`config.mk`:
```
export PLATFORM = sky130hd
export DESIGN_NAME = manchester_framer_flat
export DESIGN_NICKNAME = d
export VERILOG_FILES = /design/src/rtl/manchester_pkg.sv /design/src/rtl/manchester_framer_if.sv /design/src/rtl/axis_out_reg.sv /design/src/rtl/manchester_framer.sv /design/src/flat_wrapper.sv
export SDC_FILE = /design/constraint.sdc
export NUM_CORES = 1
export LEC_CHECK = 0
export ABC_CLOCK_PERIOD_IN_PS = 4300
export CAP_MARGIN = 20
export CORE_UTILIZATION = 29
export DETAILED_ROUTE_END_ITERATION = 12
export MAX_ROUTING_LAYER = met4
export PLACE_DENSITY = 0.49
export REMOVE_ABC_BUFFERS = 1
export SLEW_MARGIN = 15
export SYNTH_ARGS = -nofsm -noshare
export SYNTH_HDL_FRONTEND = slang
export SYNTH_HIERARCHICAL = 1
export SYNTH_SLANG_ARGS = --single-unit
export TNS_END_PERCENT = 50
```
`constraint.sdc`:
```
create_clock -name aclk -period 4.3 [get_ports aclk]
set_input_delay 0.86 -clock aclk [delete_from_list [all_inputs] [get_ports aclk]]
set_output_delay 0.86 -clock aclk [all_outputs]
set_load 0.01 [all_outputs]
```
`src/rtl/manchester_pkg.sv`:
```
// Shared symbol defaults and FSM state encoding for the Manchester framer.
package manchester_pkg;

  localparam logic [7:0] SOF_DEFAULT = 8'hD5;
  localparam logic [7:0] ESC_DEFAULT = 8'hE5;
  localparam logic [7:0] XOR_DEFAULT = 8'h20;

  typedef enum logic [1:0] {
    S_SOF  = 2'd0,
    S_DATA = 2'd1,
    S_ESC  = 2'd2
  } state_t;

endpackage

```
`src/rtl/manchester_framer_if.sv`:
```
// AXI-Stream style handshake bundle used for both framer ports.
interface manchester_framer_if #(
  parameter int DATA_WIDTH = 8
);
  logic [DATA_WIDTH-1:0] tdata;
  logic                  tvalid;
  logic                  tready;
  logic                  tlast;

  modport master (output tdata, output tvalid, output tlast, input tready);
  modport slave  (input tdata, input tvalid, input tlast, output tready);
endinterface

```
`src/rtl/axis_out_reg.sv`:
```
// Single output register stage; contents hold until the downstream takes them.
module axis_out_reg #(
  parameter int DATA_WIDTH = 8
) (
  input  logic                  aclk,
  input  logic                  aresetn,
  input  logic                  load,
  input  logic [DATA_WIDTH-1:0] load_data,
  input  logic                  load_last,
  input  logic                  ready,
  output logic                  valid,
  output logic [DATA_WIDTH-1:0] data,
  output logic                  last,
  output logic                  load_ok
);

  assign load_ok = !valid || ready;

  always_ff @(posedge aclk) begin
    if (!aresetn) begin
      valid <= 1'b0;
      data  <= '0;
      last  <= 1'b0;
    end else if (load_ok) begin
      valid <= load;
      if (load) begin
        data <= load_data;
        last <= load_last;
      end
    end
  end

endmodule

```
`src/rtl/manchester_framer.sv`:
```
// Byte-stream framer: optional SOF delimiter, escaping of reserved symbols,
// and wrapping frame/escape statistics counted on the output handshake.
//
// state  | meaning
// S_SOF  | frame boundary; emits SOF once input is pending (or acts as S_DATA)
// S_DATA | inside a frame; payload bytes pass or start an escape
// S_ESC  | escape prefix sent; XORed byte waiting in the hold register
module manchester_framer
  import manchester_pkg::*;
#(
  parameter int                    DATA_WIDTH = 8,
  parameter logic [DATA_WIDTH-1:0] SOF_SYMBOL = DATA_WIDTH'(SOF_DEFAULT),
  parameter logic [DATA_WIDTH-1:0] ESC_SYMBOL = DATA_WIDTH'(ESC_DEFAULT),
  parameter logic [DATA_WIDTH-1:0] ESC_XOR    = DATA_WIDTH'(XOR_DEFAULT),
  parameter bit                    INSERT_SOF = 1'b1,
  parameter int                    CNT_WIDTH  = 16
) (
  input  logic                 aclk,
  input  logic                 aresetn,
  manchester_framer_if.slave   s_axis,
  manchester_framer_if.master  m_axis,
  output logic [CNT_WIDTH-1:0] stat_frames,
  output logic [CNT_WIDTH-1:0] stat_escapes
);

  state_t                state, state_nxt;
  logic [DATA_WIDTH-1:0] hold_data;
  logic                  hold_last;
  logic                  capture;
  logic                  load, load_last, load_ok;
  logic [DATA_WIDTH-1:0] load_data;
  logic                  in_ready;
  logic                  out_valid, out_last;
  logic [DATA_WIDTH-1:0] out_data;
  logic                  reserved, data_phase, accept;

  assign reserved   = (s_axis.tdata == SOF_SYMBOL) || (s_axis.tdata == ESC_SYMBOL);
  assign data_phase = (state == S_DATA) || ((state == S_SOF) && !INSERT_SOF);
  assign accept     = s_axis.tvalid && load_ok;

  always_ff @(posedge aclk) begin
    if (!aresetn) begin
      state     <= S_SOF;
      hold_data <= '0;
      hold_last <= 1'b0;
    end else begin
      state <= state_nxt;
      if (capture) begin
        hold_data <= s_axis.tdata ^ ESC_XOR;
        hold_last <= s_axis.tlast;
      end
    end
  end

  always_comb begin
    state_nxt = state;
    load      = 1'b0;
    load_data = '0;
    load_last = 1'b0;
    in_ready  = 1'b0;
    capture   = 1'b0;
    // Nothing is accepted while reset is asserted so no byte is silently lost.
    if (aresetn) begin
      case (state)
        S_ESC: begin
          if (load_ok) begin
            load      = 1'b1;
            load_data = hold_data;
            load_last = hold_last;
            state_nxt = hold_last ? S_SOF : S_DATA;
          end
        end
        default: begin
          if (!data_phase) begin
            if (accept) begin
              load      = 1'b1;
              load_data = SOF_SYMBOL;
              state_nxt = S_DATA;
            end
          end else begin
            in_ready = load_ok;
            if (accept && reserved) begin
              // tlast rides on the XORed beat, never on the prefix.
              load      = 1'b1;
              load_data = ESC_SYMBOL;
              capture   = 1'b1;
              state_nxt = S_ESC;
            end else if (accept) begin
              load      = 1'b1;
              load_data = s_axis.tdata;
              load_last = s_axis.tlast;
              state_nxt = s_axis.tlast ? S_SOF : S_DATA;
            end
          end
        end
      endcase
    end
  end

  assign s_axis.tready = in_ready;

  axis_out_reg #(.DATA_WIDTH(DATA_WIDTH)) u_out (
    .aclk      (aclk),
    .aresetn   (aresetn),
    .load      (load),
    .load_data (load_data),
    .load_last (load_last),
    .ready     (m_axis.tready),
    .valid     (out_valid),
    .data      (out_data),
    .last      (out_last),
    .load_ok   (load_ok)
  );

  assign m_axis.tvalid = out_valid;
  assign m_axis.tdata  = out_data;
  assign m_axis.tlast  = out_last;

  // Payload never carries ESC_SYMBOL unescaped, so an ESC beat is always a prefix.
  always_ff @(posedge aclk) begin
    if (!aresetn) begin
      stat_frames  <= '0;
      stat_escapes <= '0;
    end else if (out_valid && m_axis.tready) begin
      if (out_last) stat_frames <= stat_frames + CNT_WIDTH'(1);
      if (out_data == ESC_SYMBOL && !out_last) stat_escapes <= stat_escapes + CNT_WIDTH'(1);
    end
  end

endmodule

```
`src/flat_wrapper.sv`:
```
// flat-port wrapper written by rule: the top's interface ports become plain ports
module manchester_framer_flat import manchester_pkg::*;
#(
  parameter int                    DATA_WIDTH = 8,
  parameter logic [DATA_WIDTH-1:0] SOF_SYMBOL = DATA_WIDTH'(SOF_DEFAULT),
  parameter logic [DATA_WIDTH-1:0] ESC_SYMBOL = DATA_WIDTH'(ESC_DEFAULT),
  parameter logic [DATA_WIDTH-1:0] ESC_XOR    = DATA_WIDTH'(XOR_DEFAULT),
  parameter bit                    INSERT_SOF = 1'b1,
  parameter int                    CNT_WIDTH  = 16
)
  (aclk, aresetn, stat_frames, stat_escapes, s_axis_tdata, s_axis_tvalid, s_axis_tlast, s_axis_tready, m_axis_tdata, m_axis_tvalid, m_axis_tlast, m_axis_tready);
  manchester_framer_if #(.DATA_WIDTH(DATA_WIDTH)) s_axis_i ();
  manchester_framer_if #(.DATA_WIDTH(DATA_WIDTH)) m_axis_i ();
  input  logic aclk;
  input  logic aresetn;
  output logic [CNT_WIDTH-1:0] stat_frames;
  output logic [CNT_WIDTH-1:0] stat_escapes;
  input wire logic [$bits(s_axis_i.tdata)-1:0] s_axis_tdata;
  input wire logic [$bits(s_axis_i.tvalid)-1:0] s_axis_tvalid;
  input wire logic [$bits(s_axis_i.tlast)-1:0] s_axis_tlast;
  output wire logic [$bits(s_axis_i.tready)-1:0] s_axis_tready;
  output wire logic [$bits(m_axis_i.tdata)-1:0] m_axis_tdata;
  output wire logic [$bits(m_axis_i.tvalid)-1:0] m_axis_tvalid;
  output wire logic [$bits(m_axis_i.tlast)-1:0] m_axis_tlast;
  input wire logic [$bits(m_axis_i.tready)-1:0] m_axis_tready;
  assign s_axis_i.tdata = s_axis_tdata;
  assign s_axis_i.tvalid = s_axis_tvalid;
  assign s_axis_i.tlast = s_axis_tlast;
  assign s_axis_tready = s_axis_i.tready;
  assign m_axis_tdata = m_axis_i.tdata;
  assign m_axis_tvalid = m_axis_i.tvalid;
  assign m_axis_tlast = m_axis_i.tlast;
  assign m_axis_i.tready = m_axis_tready;
  manchester_framer #(.DATA_WIDTH(DATA_WIDTH), .SOF_SYMBOL(SOF_SYMBOL), .ESC_SYMBOL(ESC_SYMBOL), .ESC_XOR(ESC_XOR), .INSERT_SOF(INSERT_SOF), .CNT_WIDTH(CNT_WIDTH)) u_core (.aclk(aclk), .aresetn(aresetn), .s_axis(s_axis_i), .m_axis(m_axis_i), .stat_frames(stat_frames), .stat_escapes(stat_escapes));
endmodule
```
==> out/metrics.yaml, run 1 <==
status: "finished, final reports clean"
drc_errors: 0
synth_largest_area_cell: "dfxtp_1"
finalSetupViolCount: 0
grtUsageMet2_pct: 22.4
final_area_um2: 3250
cpMostUsedCell: "clkdlybuf4s50_1"
syn_inst: 298
wire_per_inst_um: 12.9
holdCritStartpoint: "u_core/hold_data[3]"
synthToLayoutAreaGrowth_pct: 29.9
synthArstFlopShare_pct: 0
critPathLaunch: "m_axis_tready"
path_clk_slew_ns: 0.09
combinationalPowerShare_pct: 7.9
worstPathMaxFanout: 8
ant_nets: 0
dieArea_um2: 9000
synth.top_cell.area_share_pct: 42.4
totalWireLength_um: 5860
drtIter0Drc: 45
floorplan.initialDensity_pct: 30.2
synth.most_common_cell: "dfxtp_1"
slew_headroom_pct: 36.6
reg2reg_from: "u_core/u_out/valid"
cp_slowest_stage_delay_ns: 0.54
grt_pass1_vias: 2070
synthTopCellsByArea: "dfxtp_1 42%, nand2_1 5.7%, mux2i_1 5.2%, a21oi_1 5.0%, nor2_1 5.0%"
via_per_inst: 4.95
powerDensity_nw_per_um2: 277
ys_ff_latch: 53
cts_root_buffer: "clkbuf_8"
fin_crit_sh_pct: 73.3
finalHoldViolCount: 0
period_needed_ns: 3.15
synthDistinctLibCells: 47
rsz0062_at_grt: "false"
coreArea_um2: 8300
fin_skew_ns: 0.0106
place_congestion: 0.783
busiest_layer: "met2"
yosysSeqAreaShare_pct: 42.4
fillers: 878
rows: 33
utilization_pct: 39.2
dp_hpwl_um: 4250
critPathSlowestCell: "clkdlybuf4s50_1"
hp-class: "reg -> reg"
met3_usage_pct: 2.50
die_y_um: 94.9
cts_setup_buffers: 0
post_cts_resized: 0
pwr-share-seq_pct: 55.5
maxCapViolations: 0
p_sw_uw: 204
netlist_top_cells_count: "53 x dfxtp_1, 38 x nand2_1, 33 x nor2_1"
ys_warn_count: 6
endpoint_kind: "output port"
gr-usage-met1_pct: 18.4
synth_ff_type: "dfxtp_1"
p_int_uw: 697
clk_latency_ns: 0.31
critPathKind: "in -> out"
clockBufferDepth: 2
report.final.slew_viol_count: 0
crit_chain: "clkdlybuf4s50_1 -> nand2b_4 -> nand2_1 -> nor2_1 -> clkdlybuf4s50_1"
track_usage_pct: 14.2
avgSynthCellArea_um2: 8.40
grt_overflow_total: 0
max_freq_mhz: 317
die_w_um: 94.9
irDropWorstVdd_uv: 177
antenna_found_initial: 0
cts_tree: "done"
grt_max_degree: 27
postCtsHoldBufs: 0
grt_pass1_wl_um: 9800
crit_path_start_kind: "primary input"
vias: 2251
final_layout_size_suffix_gt1_share_pct: 5.43
worstPathRequired_ns: 3.44
syn-cell-area_um2: 2500
placed_cell_area_um2: 3150
crit_arrival_ns: 2.29
dr.pass1.iters: 4
clkPwrFrac_pct: 36.6
cts_made_buffers: 5
ios: 56
port-buffer-count: 55
synth-edff-count: 0
swShare_pct: 22.7
tightest_slew_ns: 0.942
htree_levels: 2
n_antenna_cell: 0
final_net_count: 365
p_leak_nw: 1.10
setup_tns_ns: 0
cts_sinks: 53
-- worst paths after layout --
check / slack [ns] / depth (start not counted) / end
setup reg to reg: 2.19 / 6 / u_core/hold_last
setup / recovery: 1.15 / 5 / s_axis_tready
hold / removal: 0.48 / 1 / u_core/hold_data[3]
hold reg to reg: 0.48 / 1 / u_core/hold_data[3]
-- power by group through the flow --
stage	Sequential (mW)	Combinational, mW	Clock (mW)
2_1_floorplan	0.512	0.0360	0
3_3_place_gp	0.512	0.0718	0
3_5_place_dp	0.512	0.0710	0
4_1_cts	0.501	0.0713	0.346
5_1_grt	0.502	0.0785	0.361
6_report	0.501	0.0709	0.330
-- cell families after synthesis --
logic type	share of synthesized area, %
adder cells (fa/ha/maj)	1.00
AO/OA/AOI/OAI	13.9
buffers and inverters	3.90
multiplexers	5.65
AND/OR/NAND/NOR	29.0
XOR/XNOR	4.20
flip-flops	42.4
-- final cells by class --
class	count	area [um2]	share of cell area [%]
clock buffers	5	68.8	2.12
clock inverters	2	35.0	1.08
inverters	8	30.0	0.924
multi-input cells	223	1340	41.3
flip-flops and latches	53	1060	32.6
well taps	105	131	4.04
repair buffers	59	581	17.9
-- routing by layer --
| layer | part of all wire (%) | up-vias |
|---|---|---|
| met4 | 1.0 | 0 |
| met3 | 3.6 | 7 |
| li1 | - | 1162 |
| met1 | 52 | 1032 |
| met5 | 0 | - |
| met2 | 44 | 50 |
-- worst max-delay path: cells and delay by family --
kind / cells / cell delay (ns)
buffers and inverters: 2 / 1.08
and+or+nand+nor: 3 / 0.35
-- through the flow --
step	setup WS (ns)	cells	total power [mW]	hold WS, ns
2_1_floorplan	1.66	284	0.548	0.437
3_3_place_gp	1.15	448	0.584	0.460
3_5_place_dp	1.12	448	0.583	0.462
4_1_cts	1.14	455	0.918	0.482
5_1_grt	1.04	455	0.942	0.507
6_report	1.15	455	0.902	0.481
-- cells in the final DEF (no fill, tap or decap), drive strengths merged, types with 2 or more instances in the layout --
| master | count |
|---|---|
| a21oi | 25 |
| a22oi | 2 |
| a32oi | 2 |
| and2 | 4 |
| and3 | 5 |
| and4 | 4 |
| and4b | 2 |
| buf | 4 |
| clkbuf | 5 |
| clkdlybuf4s50 | 55 |
| dfxtp | 53 |
| ha | 2 |
| inv | 8 |
| mux2i | 13 |
| nand2 | 38 |
| nand2b | 4 |
| nand3 | 8 |
| nand4 | 8 |
| nand4b | 4 |
| nor2 | 33 |
| nor3 | 2 |
| nor3b | 3 |
| nor4 | 3 |
| o21a | 2 |
| o21ai | 18 |
| o31ai | 3 |
| or3 | 12 |
| or4 | 4 |
| xnor2 | 8 |
| xor2 | 4 |
-- registers in the layout, indices dropped and copies added (netlist names) --
register             count
u_core/hold_last         1
u_core/hold_data         8
u_core/state             2
u_core/stat_escapes     16
u_core/u_out/data        8
u_core/u_out/last        1
u_core/u_out/valid       1
u_core/stat_frames      16
(Power assumes the default switching activity.)
==> run 2: changes to the inputs <==
- ABC_CLOCK_PERIOD_IN_PS: 4300 -> 3200
- clock period: 4.3 -> 3.2 ns (I/O delays scaled with it)
==> run 2 against run 1 <==
First-iteration DRC count grew 62%. Total power is 36% higher. Critical path depth is the same. Worst setup slack got worse by 0.67 ns. Via count increased by 0.67%. Hold slack got worse by 0.0075 ns. Clock power grew 38%. Combinational power rose by 36%. Register-to-register slack worse by 0.97 ns.
==> out/metrics.yaml, run 2 (same netlist as run 1, synthesis figures left out) <==
status: "finished, final reports clean"
hold-path-endpoint: "u_core/hold_data[4]"
slew_headroom_pct: 59.8  # +23 points
placed_cell_area_um2: 3150  # +0.24%
dp_hpwl_um: 4280  # +0.62%
multi_input_area_um2: 1340  # unchanged
vias: 2266  # +0.67%
reg2reg_from: "u_core/u_out/data[0]"
dpl.cell_count: 449  # +0.22%
final_cells: 457  # +0.44%
totalWireLength_um: 5910  # +0.87%
die_w_um: 94.9  # unchanged
floorplan.initialDensity_pct: 30.2  # unchanged
maxCapViolations: 0  # unchanged
cts_root_buffer: "clkbuf_8"
p_leak_nw: 1.10  # +0.63%
r2r_end: "u_core/stat_escapes[15]"
place_congestion: 0.810  # +3.5%
drtIter0Drc: 73  # +62%
tightest_slew_ns: 0.598  # -0.344 ns
ant_nets: 0  # unchanged
powerDensity_nw_per_um2: 375  # +35%
worstPathRequired_ns: 2.56  # -0.88 ns
dr.pass1.iters: 4  # unchanged
dieArea_um2: 9000  # unchanged
track_usage_pct: 14.3  # +0.072 points
coreArea_um2: 8300  # unchanged
cts_setup_buffers: 0  # unchanged
hp-class: "reg -> reg"
ios: 56  # unchanged
final_area_um2: 3270  # +0.46%
holdCritStartpoint: "u_core/hold_data[4]"
final_net_count: 366  # +0.27%
port-buffer-count: 55  # unchanged
final_cell_mix: "55 x clkdlybuf4s50_1, 53 x dfxtp_1, 38 x nand2_1"
cts_tree: "done"
pre_cts_ws_ns: 0.484  # -0.635 ns
post_cts_resized: 0  # unchanged
worst_hold_slack_ns: 0.473  # -0.00753 ns
rsz0062_at_grt: "false"
final_layout_size_suffix_gt1_share_pct: 5.68  # +0.25 points
max_freq_mhz: 368
top_regs: "u_core/stat_escapes x16, u_core/stat_frames x16"
cts_made_buffers: 5  # unchanged
final_common_cell: "clkdlybuf4s50_1"
grt_pass1_wl_um: 9810  # +0.13%
setup_tns_ns: 0  # unchanged
critPathLaunch: "m_axis_tready"
fillers: 850  # -3.2%
seq_area_um2: 1060  # unchanged
grt_max_degree: 25  # -7.4%
cts_sinks: 53  # unchanged
grt_overflow_total: 0  # unchanged
wire_per_inst_um: 12.9  # +0.43%
holdPathStages: 1  # unchanged
fin_skew_ns: 0.0146  # +0.00396 ns
synthToLayoutAreaGrowth_pct: 30.5
via_per_inst: 4.96  # +0.23%
fin_crit_sh_pct: 85.0
crit_arrival_ns: 2.08  # -0.21 ns
path_clk_slew_ns: 0.09  # about the same
setup_ws_ns: 0.481  # -0.668 ns
report.final.slew_viol_count: 0  # unchanged
ff2ff_path_depth: 4  # -2
drc_errors: 0  # unchanged
rows: 33  # unchanged
antenna_found_initial: 0  # unchanged
finalSetupViolCount: 0  # unchanged
endpoint_kind: "output port"
htree_levels: 2  # unchanged
crit_path_start_kind: "primary input"
n_antenna_cell: 0  # unchanged
regToRegSetupSlack_ns: 1.22  # -0.97 ns
postCtsHoldBufs: 0  # unchanged
clk_latency_ns: 0.30  # about the same
die_y_um: 94.9  # unchanged
critPathKind: "in -> out"
period_needed_ns: 2.72
grt_pass1_vias: 2072  # +0.097%
worstPathMaxFanout: 8  # unchanged
finalHoldViolCount: 0  # unchanged
clockBufferDepth: 2  # unchanged
irDropWorstVdd_uv: 184  # +3.8%
-- run 2: cell count changes in the layout (fill, tap and decap cells not counted) --
cell      previous run  this run
clkbuf_1             0         1
buf_4                4         5
clkinv_4             0         1
clkinv_2             1         0
-- run 2: per-stage QoR --
step	power (mW)	util [%]
after detailed placement	0.785	38.0
final	1.23	39.3
after floorplan	0.736	-
after global routing	1.29	39.3
after global placement	0.785	38.0
after CTS	1.25	39.3
-- run 2: worst max path at each step --
stage | to | cells after the start
detailed placement | s_axis_tready | 5
global route | s_axis_tready | 5
finish | s_axis_tready | 5
floorplan | u_core/hold_last | 5
global placement | s_axis_tready | 5
CTS | s_axis_tready | 5
-- run 2: layout make-up --
cell class                 instances  area share, %
tap                              105           4.02
clock buffer                       6           2.22
timing repair buffer              60           18.0
multi-input combinational        223           41.1
sequential                        53           32.5
clock inverter                     2           1.19
inverter                           8          0.920
-- run 2: report_power, final --
part / leakage (nW) / internal [mW] / switching (mW)
clock: 0.0554 / 0.235 / 0.222
sequential: 0.428 / 0.665 / 0.00806
combinational: 0.619 / 0.0447 / 0.0516
-- run 2: critical path, cell delays in order --
cell	delay [ns]
clkdlybuf4s50_1	0.55
nand2b_4	0.20
nand2_1	0.06
nor2_1	0.09
clkdlybuf4s50_1	0.54
-- run 2: routing by layer --
metal  global-route usage [%]  up-vias  part of all wire (%)
met5                        -        -                     0
met4                     3.79        0                  0.64
met3                     2.66        5                   3.5
met2                     22.5       54                    45
met1                     18.7     1044                    51
li1                         -     1163                     -
